<file path="config.mk">
export PLATFORM = sky130hd
export DESIGN_NAME = io_uart_tx_responder
export DESIGN_NICKNAME = d
export VERILOG_FILES = /design/src/rtl/io_uart_tx_responder.sv
export SDC_FILE = /design/constraint.sdc
export NUM_CORES = 1
export LEC_CHECK = 0
export ABC_CLOCK_PERIOD_IN_PS = 9100
export CORE_MARGIN = 2
export CORE_UTILIZATION = 55
export DETAILED_ROUTE_END_ITERATION = 8
export PLACE_DENSITY = 0.82
export RECOVER_POWER = 100
export SYNTH_ARGS = -nofsm -noshare
export SYNTH_HDL_FRONTEND = slang
export SYNTH_SLANG_ARGS = --single-unit
</file>
<file path="constraint.sdc">
create_clock -name i_clk -period 9.1 [get_ports i_clk]
set_input_delay 2.73 -clock i_clk [delete_from_list [all_inputs] [get_ports i_clk]]
set_output_delay 2.73 -clock i_clk [all_outputs]
set_load 0.05 [all_outputs]
</file>
<file path="src/rtl/io_uart_tx_responder.sv">
// io_uart_tx_responder
//   Memory-mapped 8N1 UART transmitter sitting on the MEM-stage IO window.
//   Word stores push bytes into a TX FIFO; a baud FSM shifts them out on o_tx.
//   Loads are answered combinationally in the access cycle.
//
// Ports
//   i_clk        core clock
//   i_rst        synchronous active-high reset
//   i_clk_en     global clock enable, all state holds while low
//   i_io_en      IO window selected
//   i_mem_write  store strobe
//   i_addr       byte offset in window (0x0 TXDATA, 0x4 STATUS, 0x8 DIVISOR, 0xC CTRL)
//   i_wr_data    store data
//   o_rd_data    load data (combinational)
//   o_tx         serial line, idle high
//   o_tx_busy    frame in progress
//   o_irq        level interrupt: irq_en & FIFO empty & not busy (registered)
//
// TX FSM states
//   state    | meaning
//   ---------+-----------------------------------------------
//   ST_IDLE  | line high, waiting for tx_en and a queued byte
//   ST_START | start bit (low) for one bit time
//   ST_DATA  | 8 data bits, LSB first
//   ST_STOP  | stop bit (high); may chain straight into ST_START
module io_uart_tx_responder #(
  parameter int FIFO_DEPTH  = 8,
  parameter int DEFAULT_DIV = 16
) (
  input  logic        i_clk,
  input  logic        i_rst,
  input  logic        i_clk_en,
  input  logic        i_io_en,
  input  logic        i_mem_write,
  input  logic [3:0]  i_addr,
  input  logic [31:0] i_wr_data,
  output logic [31:0] o_rd_data,
  output logic        o_tx,
  output logic        o_tx_busy,
  output logic        o_irq
);

  localparam int PW = (FIFO_DEPTH > 1) ? $clog2(FIFO_DEPTH) : 1;
  localparam int CW = PW + 1;

  localparam logic [PW-1:0] PTR_ONE  = PW'(1);
  localparam logic [CW-1:0] CNT_ONE  = CW'(1);
  localparam logic [CW-1:0] CNT_FULL = CW'(FIFO_DEPTH);

  localparam logic [1:0] REG_TXDATA  = 2'd0;
  localparam logic [1:0] REG_STATUS  = 2'd1;
  localparam logic [1:0] REG_DIVISOR = 2'd2;
  localparam logic [1:0] REG_CTRL    = 2'd3;

  localparam logic [1:0] ST_IDLE  = 2'd0;
  localparam logic [1:0] ST_START = 2'd1;
  localparam logic [1:0] ST_DATA  = 2'd2;
  localparam logic [1:0] ST_STOP  = 2'd3;

  // state
  logic [7:0]    fifo_mem_q [FIFO_DEPTH];
  logic [PW-1:0] wr_ptr_q, wr_ptr_d;
  logic [PW-1:0] rd_ptr_q, rd_ptr_d;
  logic [CW-1:0] count_q, count_d;
  logic          ovf_q, ovf_d;
  logic [15:0]   div_q, div_d;
  logic          tx_en_q, tx_en_d;
  logic          irq_en_q, irq_en_d;
  logic [1:0]    state_q, state_d;
  logic [15:0]   baud_q, baud_d;
  logic [15:0]   div_lat_q, div_lat_d;
  logic [2:0]    bit_idx_q, bit_idx_d;
  logic [7:0]    shift_q, shift_d;
  logic          irq_q, irq_d;

  // bus decode
  logic       access;
  logic       wr_en;
  logic [1:0] reg_sel;
  logic       push_req;
  logic       flush;
  logic       ovf_clr;
  logic       fifo_empty;
  logic       fifo_full;
  logic       busy;
  logic       pop;
  logic       load_frame;
  logic       push_ok;
  logic [31:0] status_word;
  logic       unused_wr_bits;

  assign access     = i_io_en && (i_addr[1:0] == 2'b00);
  assign reg_sel    = i_addr[3:2];
  assign wr_en      = access && i_mem_write && i_clk_en;
  assign push_req   = wr_en && (reg_sel == REG_TXDATA);
  assign flush      = wr_en && (reg_sel == REG_CTRL) && i_wr_data[2];
  assign ovf_clr    = wr_en && (reg_sel == REG_STATUS) && i_wr_data[3];
  assign fifo_empty = (count_q == '0);
  assign fifo_full  = (count_q == CNT_FULL);
  assign busy       = (state_q != ST_IDLE);

  assign unused_wr_bits = &{1'b0, i_wr_data[31:16]};

  // TX FSM; every transition is gated by a clock-enable tick
  always_comb begin
    state_d    = state_q;
    baud_d     = baud_q;
    div_lat_d  = div_lat_q;
    bit_idx_d  = bit_idx_q;
    shift_d    = shift_q;
    load_frame = 1'b0;
    if (i_clk_en) begin
      case (state_q)
        ST_IDLE: begin
          if (tx_en_q && !fifo_empty) load_frame = 1'b1;
        end
        ST_START: begin
          if (baud_q == 16'd0) begin
            state_d   = ST_DATA;
            baud_d    = div_lat_q - 16'd1;
            bit_idx_d = 3'd0;
          end else begin
            baud_d = baud_q - 16'd1;
          end
        end
        ST_DATA: begin
          if (baud_q == 16'd0) begin
            baud_d = div_lat_q - 16'd1;
            if (bit_idx_q == 3'd7) begin
              state_d = ST_STOP;
            end else begin
              bit_idx_d = bit_idx_q + 3'd1;
              shift_d   = {1'b0, shift_q[7:1]};
            end
          end else begin
            baud_d = baud_q - 16'd1;
          end
        end
        default: begin // ST_STOP
          if (baud_q == 16'd0) begin
            if (tx_en_q && !fifo_empty) load_frame = 1'b1;
            else                        state_d    = ST_IDLE;
          end else begin
            baud_d = baud_q - 16'd1;
          end
        end
      endcase
    end
    // Divisor is captured per frame so mid-frame DIVISOR writes wait for the next one.
    if (load_frame) begin
      state_d   = ST_START;
      shift_d   = fifo_mem_q[rd_ptr_q];
      div_lat_d = div_q;
      baud_d    = div_q - 16'd1;
    end
  end

  assign pop = load_frame;

  // FIFO bookkeeping; a pop frees the slot a same-cycle push lands in
  always_comb begin
    wr_ptr_d = wr_ptr_q;
    rd_ptr_d = rd_ptr_q;
    count_d  = count_q;
    ovf_d    = ovf_q;
    push_ok  = 1'b0;
    if (flush) begin
      wr_ptr_d = '0;
      rd_ptr_d = '0;
      count_d  = '0;
    end else begin
      push_ok = push_req && (!fifo_full || pop);
      if (push_ok) wr_ptr_d = wr_ptr_q + PTR_ONE;
      if (pop)     rd_ptr_d = rd_ptr_q + PTR_ONE;
      if (push_ok && !pop)      count_d = count_q + CNT_ONE;
      else if (!push_ok && pop) count_d = count_q - CNT_ONE;
      if (push_req && !push_ok) ovf_d = 1'b1;
    end
    if (ovf_clr) ovf_d = 1'b0;
  end

  always_comb begin
    div_d    = div_q;
    tx_en_d  = tx_en_q;
    irq_en_d = irq_en_q;
    if (wr_en && (reg_sel == REG_DIVISOR)) begin
      div_d = (i_wr_data[15:0] == 16'd0) ? 16'd1 : i_wr_data[15:0];
    end
    if (wr_en && (reg_sel == REG_CTRL)) begin
      tx_en_d  = i_wr_data[0];
      irq_en_d = i_wr_data[1];
    end
  end

  assign irq_d = i_clk_en ? (irq_en_q && fifo_empty && !busy) : irq_q;

  always_ff @(posedge i_clk) begin
    if (i_rst) begin
      wr_ptr_q  <= '0;
      rd_ptr_q  <= '0;
      count_q   <= '0;
      ovf_q     <= 1'b0;
      div_q     <= 16'(DEFAULT_DIV);
      tx_en_q   <= 1'b1;
      irq_en_q  <= 1'b0;
      state_q   <= ST_IDLE;
      baud_q    <= 16'd0;
      div_lat_q <= 16'(DEFAULT_DIV);
      bit_idx_q <= 3'd0;
      shift_q   <= 8'd0;
      irq_q     <= 1'b0;
    end else begin
      wr_ptr_q  <= wr_ptr_d;
      rd_ptr_q  <= rd_ptr_d;
      count_q   <= count_d;
      ovf_q     <= ovf_d;
      div_q     <= div_d;
      tx_en_q   <= tx_en_d;
      irq_en_q  <= irq_en_d;
      state_q   <= state_d;
      baud_q    <= baud_d;
      div_lat_q <= div_lat_d;
      bit_idx_q <= bit_idx_d;
      shift_q   <= shift_d;
      irq_q     <= irq_d;
    end
  end

  always_ff @(posedge i_clk) begin
    if (!i_rst && push_ok) fifo_mem_q[wr_ptr_q] <= i_wr_data[7:0];
  end

  always_comb begin
    status_word         = '0;
    status_word[0]      = fifo_full;
    status_word[1]      = fifo_empty;
    status_word[2]      = busy;
    status_word[3]      = ovf_q;
    status_word[8 +: CW] = count_q;
  end

  always_comb begin
    o_rd_data = '0;
    if (access) begin
      case (reg_sel)
        REG_STATUS:  o_rd_data = status_word;
        REG_DIVISOR: o_rd_data = {16'd0, div_q};
        REG_CTRL:    o_rd_data = {30'd0, irq_en_q, tx_en_q};
        default:     o_rd_data = '0;
      endcase
    end
  end

  assign o_tx      = (state_q == ST_START) ? 1'b0 :
                     (state_q == ST_DATA)  ? shift_q[0] : 1'b1;
  assign o_tx_busy = busy;
  assign o_irq     = irq_q;

endmodule

</file>
* Word level (Yosys, flattened, before mapping)
Memory sizes are Yosys's and may differ from the RTL's. A register that Yosys moved wholly into a read port is not among the register bits. Cells that the tools add are included.
Word-level totals: bits in registers 75, bits in writable memories 64, output and inout port bits 35, logic and storage cells 126, memories 1
Memories:
- fifo_mem_q | depth 8, width 8, read ports 1, clocked after Yosys merged registers in 1, wr ports 1, RTL line 61 | logic [7:0] fifo_mem_q [FIFO_DEPTH];
Cells by class: add/subtract/negate cells 8, equal/unequal tests 17, multiplexer cells 38, bitwise logic cells 2, reductions and logical operators 46
Operators by type and width (number):
- $mux 16 | 6
- $pmux 16 s3 | 1
- $sub 16x1->16 const B | 3
- $mux 8 | 5
- $logic_not 16->1 | 2
- $pmux 16 s2 | 1
- $logic_and 1x1->1 | 17
- $mux 3 | 5
- $reduce_and 5->1 | 3
- $ne 2x2->1 const B | 6
- $reduce_bool 2->1 | 6
- $mux 1 | 10
- $mux 2 | 5
- $add 3x1->3 const B | 3
- $mux 4 | 2
- $reduce_or 2->1 | 4
- $eq 2x2->1 const B | 3
- $logic_not 1->1 | 6
- $logic_not 2->1 | 3
- $ne 3x3->1 const B | 2
- $pmux 2 s3 | 1
- $pmux 3 s2 | 1
- $add 4x1->4 const B | 1
- $eq 2x1->1 const B | 2
- other kinds (12) | 13

* Longest topological paths before layout
depth after elaboration 13, depth in mapped cells 16, depth with buffers taken out 15

* Least setup slack after synthesis
OpenSTA, ideal clock, no wires.
path kind input-to-output, start input i_addr[1], end output o_rd_data[12], arrival 4.133 ns, data required time 6.370 ns, path slack 2.237 ns, stages 4, buffers on the path 1, cell sequence or3b_2 -> clkbuf_1 -> nor2_1 -> and2_1
On the way: cells in the longest elaborated chain, start to end 3
RTL lines:
- from (decl) | RTL line 35 | input logic [3:0] i_addr,
- $logic_not 2->1 | RTL line 92 | assign access = i_io_en && (i_addr[1:0] == 2'b00);
- $logic_and 1x1->1 | RTL line 92
- $mux 16 | RTL line 244 | if (access) begin
- to (decl) | RTL line 37 | output logic [31:0] o_rd_data,
No other way between the ends.

* Final worst setup path
start input i_io_en, end output o_rd_data[13]
On the way: cells in the longest elaborated chain, start to end 2
RTL lines:
- from (decl) | RTL line 33 | input logic i_io_en,
- $logic_and 1x1->1 | RTL line 92
- $mux 16 | RTL line 244
No other way between the ends.

==> results.py <==
metrics = {
    "final_layout": {
        "area_growth_pct": 14.12,
        "antenna_cells": 0,
        "drive_above_1_share_pct": 9.906,
        "nets": 791,
        "final_util_pct": 64.84,
    },
    "timing": {
        "final.period_utilization_pct": 86.81,
        "relSlewSlack_pct": -49.44,
        "final-setup-viol-count": 0,
        "rsz0062_at_grt": "no",
        "period_needed_ps": 7900,
        "fmax_ghz": 0.1266,
        "worst_pin_slew_ps": 2242,
        "finalClockSkew_ps": 11.23,
        "drv_slew": 91,
        "setup-tns-final_ps": 0,
        "hold_viol_final": 0,
        "timing.final.ws_setup_ps": 1200,
    },
    "flow_run": {
        "maxCapViolCount": 2,
    },
    "die": {
        "die_area_mm2": 0.01413,
        "row_count": 41,
        "io_pins": 76,
        "core_region_area_mm2": 0.01277,
        "dieWidth_um": 118.9,
        "start_util_pct": 56.82,
        "die_y_um": 118.9,
    },
    "global_routing": {
        "grt_pass1_wl_mm": 30.05,
        "grt_overflow": 0,
        "grt_usage_pct": 27.24,
        "grt_pass1_vias": 5674,
        "grt_start_max_net_pins": 68,
        "antenna_found_initial": 0,
    },
    "clock_network": {
        "cts_inserted_buffers": 17,
        "hold_buffers": 0,
        "htree_num_levels": 4,
        "post_cts_buffers": 0,
        "insertion_delay_ps": 430,
        "cts_tree": "built",
        "root_buffer": "clkbuf_16",
        "post_cts_resized": 0,
        "cts_max_path_buffers": 2,
        "clk_pin_slew_ps": 70,
        "cts_sinks": 142,
    },
    "synth": {
        "seq_area_frac_synth_pct": 47.99,
        "ys_ff_latch": 142,
        "netlist_instances": 706,
        "synth_top_cell_by_area": "edfxtp_1",
        "synth.area.top_cells": "edfxtp_1 26%, dfxtp_1 22%, mux4_2 5.0%",
        "yosys_warnings": 0,
        "ys.flop_type": "dfxtp_1",
        "avgSynthCellArea_um2": 10.28,
        "synth_area_mm2": 0.007258,
        "async_flop_share_pct": 0,
        "ys_types": 70,
        "yosysTopAreaCellShare_pct": 26.48,
        "synth_edf_count": 64,
    },
    "setup_path": {
        "cp_max_fo": 13,
        "rrSetupSlack_ps": 4030,
        "r2r.worst_path.cells": 15,
        "cp-start-kind": "input port",
        "cp-end-kind": "primary output",
        "reg2reg_to": "count_q[3]",
        "required_ps": 6370,
        "worstPathArrival_ps": 5170,
        "rr_startpoint": "baud_q[0]",
        "critPathKind": "in2out",
    },
    "power": {
        "p_leak_nw": 2.873,
        "power.density_mw_per_mm2": 293.5,
        "vdd_drop_max_mv": 0.2513,
    },
    "min_path": {
        "min_path_cells": 2,
        "hp-class": "reg2reg",
        "worstHoldEndpoint": "bit_idx_q[2]",
        "hp-start": "bit_idx_q[2]",
    },
    "detailed_routing": {
        "drtIter0Drc": 456,
        "avgRoutedWirePerCell_um": 20.14,
        "drc": 0,
        "vias_per_cell": 6.326,
        "wl_mm": 18.51,
        "dr_total_vias": 5814,
        "ant_nets": 0,
        "dr.pass1.iters": 6,
    },
    "placement": {
        "portBuffers": 43,
        "place_ws_ps": 1270,
        "globalplace.congestion": 0.9296,
        "hpwl_mm": 12.31,
    },
    "status": {
        "status": "finished with violations",
        "violations": "capacitance limit, slew limit",
    },
}
-- where the power goes --
| part | switching, W | total [W] | internal [W] |
|---|---|---|---|
| Combinational | 0.000572 | 0.000906 | 0.000334 |
| Sequential | 0.0000953 | 0.000828 | 0.000732 |
| Clock | 0.000308 | 0.000698 | 0.000390 |
| Total | 0.000975 | 0.00243 | 0.00146 |
-- worst max path at each step --
stage / endpoint / cells past startpoint / start
6_report: o_rd_data[13] / 5 / i_io_en
5_1_grt: o_rd_data[6] / 5 / i_io_en
4_1_cts: o_rd_data[14] / 5 / i_io_en
3_5_place_dp: o_rd_data[14] / 5 / i_io_en
3_3_place_gp: o_rd_data[4] / 5 / i_io_en
2_1_floorplan: o_rd_data[12] / 4 / i_addr[1]
-- placed cells by master (no fill, tap or decap), types with 8 or more instances in the layout --
master	netlist	routed
a311oi_1	11	11
nand2_1	75	75
o21ai_0	18	18
dfxtp_1	78	78
nor2b_1	15	15
xor2_1	13	13
conb_1	1	16
nand2b_1	8	8
a22oi_1	10	10
mux2i_1	21	21
a21oi_1	41	41
a211oi_1	16	16
nor4_1	23	23
clkbuf_16	0	17
nor2_1	61	61
mux4_2	16	16
edfxtp_1	64	64
nor3_1	16	16
clkdlybuf4s50_1	0	14
dlygate4sd3_1	0	28
inv_1	16	16
and2_1	9	9
ha_1	15	15
nand3_1	11	11
xnor2_1	15	15
-- metal layers --
layer,track usage [%],vias to the layer above,wire (µm)
li1,-,2666,-
met1,35.64,2786,7702
met2,45.04,318,9140
met3,5.316,44,1329
met4,10.12,0,336
met5,0,-,0
-- logic make-up (layout without fill, tap and decap cells) --
group	count (synthesis)	count (layout)	synth area share, %
AND/OR/NAND/NOR	266	266	19.27
flip-flops	142	142	47.99
XOR/XNOR	28	28	3.379
buffers and inverters	73	99	4.982
multiplexers	38	38	8.016
other	1	16	0.05167
adder cells (fa/ha/maj)	16	16	2.862
AO/OA/AOI/OAI	142	142	13.45
-- area by class of cell --
type	count	area [µm²]
sequential	142	3483
clock buffer	17	425.4
tap	172	215.2
timing repair buffer	51	459.2
clock inverter	15	170.2
inverter	16	60.06
multi-input combinational	506	3470
fill	973	4491
-- worst max-delay path, cell delays in order --
cell,delay [ps]
clkdlybuf4s50_1,440
or3b_2,590
nor2_1,340
and2_1,190
dlygate4sd3_1,870
-- registers in the layout (all words and copies together) (netlist names), named ones only --
name and count:
baud_q 16, bit_idx_q 3, count_q 4, div_lat_q 16, div_q 16, fifo_mem_q 64, irq_en_q 1, o_irq 1
ovf_q 1, rd_ptr_q 3, shift_q 8, state_q 2, tx_en_q 1, wr_ptr_q 3
-- per-stage QoR --
stage / hold slack (ps) / instance area [µm²] / cells / power, W
floorplan: 435.5 / 7315 / 721 / 0.001526
global placement: 443.2 / 7730 / 887 / 0.001697
detailed placement: 460.7 / 7730 / 887 / 0.001723
CTS: 471.2 / 8325 / 919 / 0.002423
global route: 477.3 / 8283 / 919 / 0.002550
finish: 476.0 / 8283 / 919 / 0.002431
-- cells in the mapped netlist (18+ instances only) --
| library cell | n |
|---|---|
| a21oi_1 | 41 |
| clkbuf_1 | 28 |
| dfxtp_1 | 78 |
| edfxtp_1 | 64 |
| mux2i_1 | 21 |
| nand2_1 | 75 |
| nor2_1 | 61 |
| nor4_1 | 23 |
| o21ai_0 | 18 |
Note: power is estimated with default switching activity, not from simulation.
